$ cat config.mk
export PLATFORM = sky130hd
export DESIGN_NAME = pipelined_add_tree
export DESIGN_NICKNAME = d
export VERILOG_FILES = /design/src/rtl/pipelined_add_tree.sv
export SDC_FILE = /design/constraint.sdc
export NUM_CORES = 1
export LEC_CHECK = 0
export ABC_AREA = 0
export CAP_MARGIN = 10
export CORE_AREA = 3 3 169 171
export DETAILED_ROUTE_END_ITERATION = 8
export DIE_AREA = 0 0 172 174
export GPL_ROUTABILITY_DRIVEN = 0
export GPL_TIMING_DRIVEN = 0
export SLEW_MARGIN = 20
export SYNTH_ARGS = -nofsm -noshare
export SYNTH_HDL_FRONTEND = slang
export SYNTH_SLANG_ARGS = --single-unit
$ cat constraint.sdc
create_clock -name clk -period 3.9 [get_ports clk]
set_input_delay 0.39 -clock clk [delete_from_list [all_inputs] [get_ports clk]]
set_output_delay 0.39 -clock clk [all_outputs]
set_load 0.05 [all_outputs]
$ cat src/rtl/pipelined_add_tree.sv
// Registered binary adder tree summing NUM_INPUTS unsigned WIDTH-bit operands with valid/ready flow control.
// Define ADD_TREE_OVF_EN to add the out_ovf port and the pipelined overflow tracking behind it.
module pipelined_add_tree #(
  parameter int NUM_INPUTS = 3,
  parameter int WIDTH      = 32
) (
  input  logic                        clk,
  input  logic                        rst,
  input  logic                        in_valid,
  output logic                        in_ready,
  input  logic [NUM_INPUTS*WIDTH-1:0] in_data,
  output logic                        out_valid,
  input  logic                        out_ready,
  output logic [WIDTH-1:0]            out_data
`ifdef ADD_TREE_OVF_EN
  ,
  output logic                        out_ovf
`endif
);

  localparam int LEVELS = $clog2(NUM_INPUTS);

  function automatic int node_count(input int lvl);
    int c;
    c = NUM_INPUTS;
    for (int k = 0; k < lvl; k++) c = (c + 1) / 2;
    return c;
  endfunction

  logic             advance;
  logic [WIDTH-1:0] data_p [0:LEVELS][0:NUM_INPUTS-1];
  logic             vld_p  [0:LEVELS];
`ifdef ADD_TREE_OVF_EN
  logic             ovf_p  [0:LEVELS][0:NUM_INPUTS-1];
`endif

  // The whole pipe moves as one unit; the final stage only blocks when it holds real data.
  assign advance  = !out_valid || out_ready;
  assign in_ready = advance;

  always_ff @(posedge clk) begin
    if (rst) begin
      for (int l = 0; l <= LEVELS; l++) vld_p[l] <= 1'b0;
    end else if (advance) begin
      vld_p[0] <= in_valid;
      for (int l = 1; l <= LEVELS; l++) vld_p[l] <= vld_p[l-1];
    end
  end

  // Stage 0: raw operand registers
  for (genvar i = 0; i < NUM_INPUTS; i++) begin : g_p0
    always_ff @(posedge clk) begin
      if (rst) begin
        data_p[0][i] <= '0;
`ifdef ADD_TREE_OVF_EN
        ovf_p[0][i]  <= 1'b0;
`endif
      end else if (advance) begin
        data_p[0][i] <= in_data[i*WIDTH +: WIDTH];
`ifdef ADD_TREE_OVF_EN
        ovf_p[0][i]  <= 1'b0;
`endif
      end
    end
  end

  // Stages 1..LEVELS: node i adds elements 2i and 2i+1 of the previous level
  for (genvar l = 1; l <= LEVELS; l++) begin : g_lvl
    localparam int PREV = node_count(l - 1);
    for (genvar i = 0; i < NUM_INPUTS; i++) begin : g_node
      logic [WIDTH-1:0] nxt;
`ifdef ADD_TREE_OVF_EN
      logic             nxt_ovf;
`endif
      if (2 * i + 1 < PREV) begin : g_add
`ifdef ADD_TREE_OVF_EN
        logic [WIDTH:0] full;
        assign full    = {1'b0, data_p[l-1][2*i]} + {1'b0, data_p[l-1][2*i+1]};
        assign nxt     = full[WIDTH-1:0];
        assign nxt_ovf = ovf_p[l-1][2*i] | ovf_p[l-1][2*i+1] | full[WIDTH];
`else
        assign nxt = data_p[l-1][2*i] + data_p[l-1][2*i+1];
`endif
      end else if (2 * i < PREV) begin : g_pass
        assign nxt     = data_p[l-1][2*i];
`ifdef ADD_TREE_OVF_EN
        assign nxt_ovf = ovf_p[l-1][2*i];
`endif
      end else begin : g_none
        assign nxt     = '0;
`ifdef ADD_TREE_OVF_EN
        assign nxt_ovf = 1'b0;
`endif
      end

      always_ff @(posedge clk) begin
        if (rst) begin
          data_p[l][i] <= '0;
`ifdef ADD_TREE_OVF_EN
          ovf_p[l][i]  <= 1'b0;
`endif
        end else if (advance) begin
          data_p[l][i] <= nxt;
`ifdef ADD_TREE_OVF_EN
          ovf_p[l][i]  <= nxt_ovf;
`endif
        end
      end
    end
  end

  assign out_valid = vld_p[LEVELS];
  assign out_data  = data_p[LEVELS][0];
`ifdef ADD_TREE_OVF_EN
  assign out_ovf   = ovf_p[LEVELS][0];
`endif

endmodule

==> impl_metrics.toml <==
[die]
num_rows = 60
io_pins = 134
die_w_microns = 172
start_util_pct = 39.0
die-area_sq_um = 29900
die_y_microns = 174
coreArea_sq_um = 27000

[run]
drv_cap = 0

[worst_setup_path]
worst_r2r_endpoint = "data_p[1][92]"
slowest_stage = "fa_1"
startpoint_type = "register"
path_cells = "ha_1 -> fa_1 -> a21oi_1 -> o21ai_0 -> a21oi_2 -> o31ai_2 -> a211oi_2 -> o31ai_1 -> a221oi_1 -> mux2i_1"
regToRegSetupSlack_ps = 580
crit_fanout = 4
critPathTopFamily = "compound AO/OA/AOI/OAI gates"
slowest_delay_ps = 420
crit_cells = 10
worstPathRequired_ps = 4120
rr_worst_depth = 10
crit_arrival_ps = 3550
r2r-start = "data_p[0][32]"
crit_type = "reg2reg"
crit_path_end_kind = "register"
crit_buf_inv = 0

[power]
p_int_mw = 3.94
switching_share_pct = 27.9
p_leak_nw = 5.27
total_power_mw = 5.46
combPwrFrac_pct = 20.2
p_switching_mw = 1.53
clkPwrFrac_pct = 32.5
vdd_drop_max_mv = 0.286
sequentialPowerShare_pct = 47.3
cellPowerDensity_nw_per_um2 = 421

[layout]
areaGrowthSynthToFinish_pct = 23.0
fin_nets = 1224
n_fill_cell = 2464
num_antenna_cells = 0
drive_above_1_share_pct = 5.87

[cts]
clk_latency_ps = 440
cts_sinks = 195
ctsResizeCount = 0
cts_setup_buffers = 0
htreeDepth = 4
hold_buffers = 0
cts_tree = "done"
cts-root-buf = "clkbuf_16"
clk_path_buf_depth = 2
cts_buffers = 17
path_clk_slew_ps = 80

[timing]
rsz0062_at_grt = "no"
hold_viol_final = 0
slew_headroom_pct = 44.1
tns_ps = 0
min_period_ps = 3320
worst_clock_skew_ps = 15.8
drv_slew = 0
max_freq_mhz = 301
worst_slew_pin_slew_ps = 838
setup_viol = 0
fin_crit_sh_pct = 85.2

[synth]
ys_ff_latch = 195
synth.net_count = 1069
ys_async_sr_fraction_pct = 0
synth_area_sq_um = 10500
yosys_warnings = 0
synthCells = 905
synth.avg_cell_area_sq_um = 11.7
ys.flop_type = "edfxtp_1"
synthDistinctLibCells = 70
ys_seq_area_share_pct = 55.5
synth_edf_count = 195

[global_route]
met2_usage_pct = 23.0
grt_max_degree = 59
grt_busiest_layer = "met2"
grtUsageTotal_pct = 14.3
grt_pass1_wl_mm = 34.0
grtUsageMet1_pct = 19.5
grt_pass1_vias = 6729
met3_usage_pct = 2.46
antenna_found_initial = 0
grt-ovfl-total = 0

[route]
drt-initial-drc-count = 516
antenna_left = 0
drc = 0
wl_per_cell_microns = 14.9
vias = 6936
routed_wl_mm = 21.1
drt-pass1-iter-count = 4
via_per_inst = 4.91

[hold_path]
hp-start = "data_p[0][25]"
hold_path.class = "reg2reg"
min_to = "data_p[1][57]"
holdPathStages = 1

[run_status]
status = "finished, final reports clean"

[place]
port_buffers = 133
dpl.hpwl_mm = 16.4
==> kinds of logic (layout without fill, tap and decap cells) <==
family | Yosys count | count (layout) | share of synthesized area [%]
AND/OR/NAND/NOR | 339 | 339 | 17.3
AO/OA/AOI/OAI | 205 | 205 | 13.4
flip-flops | 195 | 195 | 55.5
adder cells (fa/ha/maj) | 64 | 64 | 7.74
buffers and inverters | 53 | 221 | 1.95
XOR/XNOR | 46 | 46 | 3.82
multiplexers | 3 | 3 | 0.285
==> power by group through the flow <==
stage               Clock, mW  Combinational [mW]  Sequential [mW]
floorplan                   0               0.578             2.78
global placement            0                1.09             2.64
global route             1.89                1.22             2.60
detailed placement          0                1.10             2.63
finish                   1.78                1.10             2.58
CTS                      1.82                1.11             2.59
==> layout by cell type (no fill, tap or decap), drive strengths merged, types with 12 or more instances in the layout <==
master,netlist,final
edfxtp,195,195
and2,143,143
clkdlybuf4s50,0,133
nor2,76,76
ha,62,62
a21oi,61,61
clkbuf,33,51
nand2,41,41
o21ai,39,39
a21o,33,33
xnor2,27,27
xor2,19,19
nand3,18,18
inv,11,18
nand4,17,17
o21bai,12,12
buf,9,12
==> routing by layer <==
| metal | part of all wire, % | routed length [microns] | vias up |
|---|---|---|---|
| met2 | 47 | 9870 | 139 |
| li1 | - | - | 3633 |
| met3 | 3.4 | 718 | 27 |
| met5 | 0 | 0 | - |
| met1 | 47 | 10000 | 3137 |
| met4 | 2.4 | 515 | 0 |
==> stage by stage <==
stage	utilization, %	setup WS [ps]	cells	instance area [sq um]	hold slack, ps
final	48.0	578	1414	13000	516
after global routing	48.0	412	1414	13000	521
after CTS	48.0	636	1414	13000	516
after detailed placement	45.8	654	1382	12400	501
after global placement	45.5	459	1379	12300	502
after floorplan	-	803	905	10500	497
==> synthesized netlist by cell type (all sizes together), types with 2 or more instances <==
library cell	instances	area share, %
nor3	10	0.47
a31oi	8	0.47
o31ai	5	0.53
clkbuf	33	1.2
nand2	41	1.5
a211oi	11	0.93
mux2i	3	0.28
nand4	17	1.0
a31o	3	0.33
a21o	33	2.4
or3	3	0.18
edfxtp	195	56
xnor2	27	2.2
o211ai	5	0.53
and3	6	0.40
o21ai	39	1.9
nand3	18	0.85
o21bai	12	0.96
fa	2	0.38
o21a	8	0.64
nor2	76	2.7
a41oi	2	0.17
nor4	3	0.24
nor2b	5	0.30
inv	11	0.39
nor3b	2	0.14
and2	143	8.5
o2111ai	3	0.31
a21oi	61	3.0
ha	62	7.4
buf	9	0.38
xor2	19	1.6
a221oi	3	0.31
nand2b	8	0.47
or2	2	0.12
==> registers in the layout, summed over array words and instances, names as in the netlist <==
register	flops
data_p	192
vld_p	3
==> area by class of cell <==
| type | count | area [sq um] | area share, % |
|---|---|---|---|
| plain buffers | 42 | 164 | 1.26 |
| clock buffers | 18 | 429 | 3.31 |
| clock inverters | 14 | 165 | 1.27 |
| inverters | 11 | 41.3 | 0.318 |
| multi-input cells | 657 | 4490 | 34.6 |
| flip-flops and latches | 195 | 5860 | 45.1 |
| well taps | 341 | 427 | 3.29 |
| repair buffers | 136 | 1410 | 10.8 |
==> how the worst max path moves through the flow <==
stage                              from       endpoint
after floorplan             vld_p[0][2]   data_p[0][0]
after global placement        out_ready  data_p[2][67]
after detailed placement  data_p[0][32]  data_p[1][92]
after CTS                 data_p[0][32]  data_p[1][92]
after global routing      data_p[0][32]  data_p[1][92]
final                     data_p[0][32]  data_p[1][92]
Power figures use the tool's default switching activity.
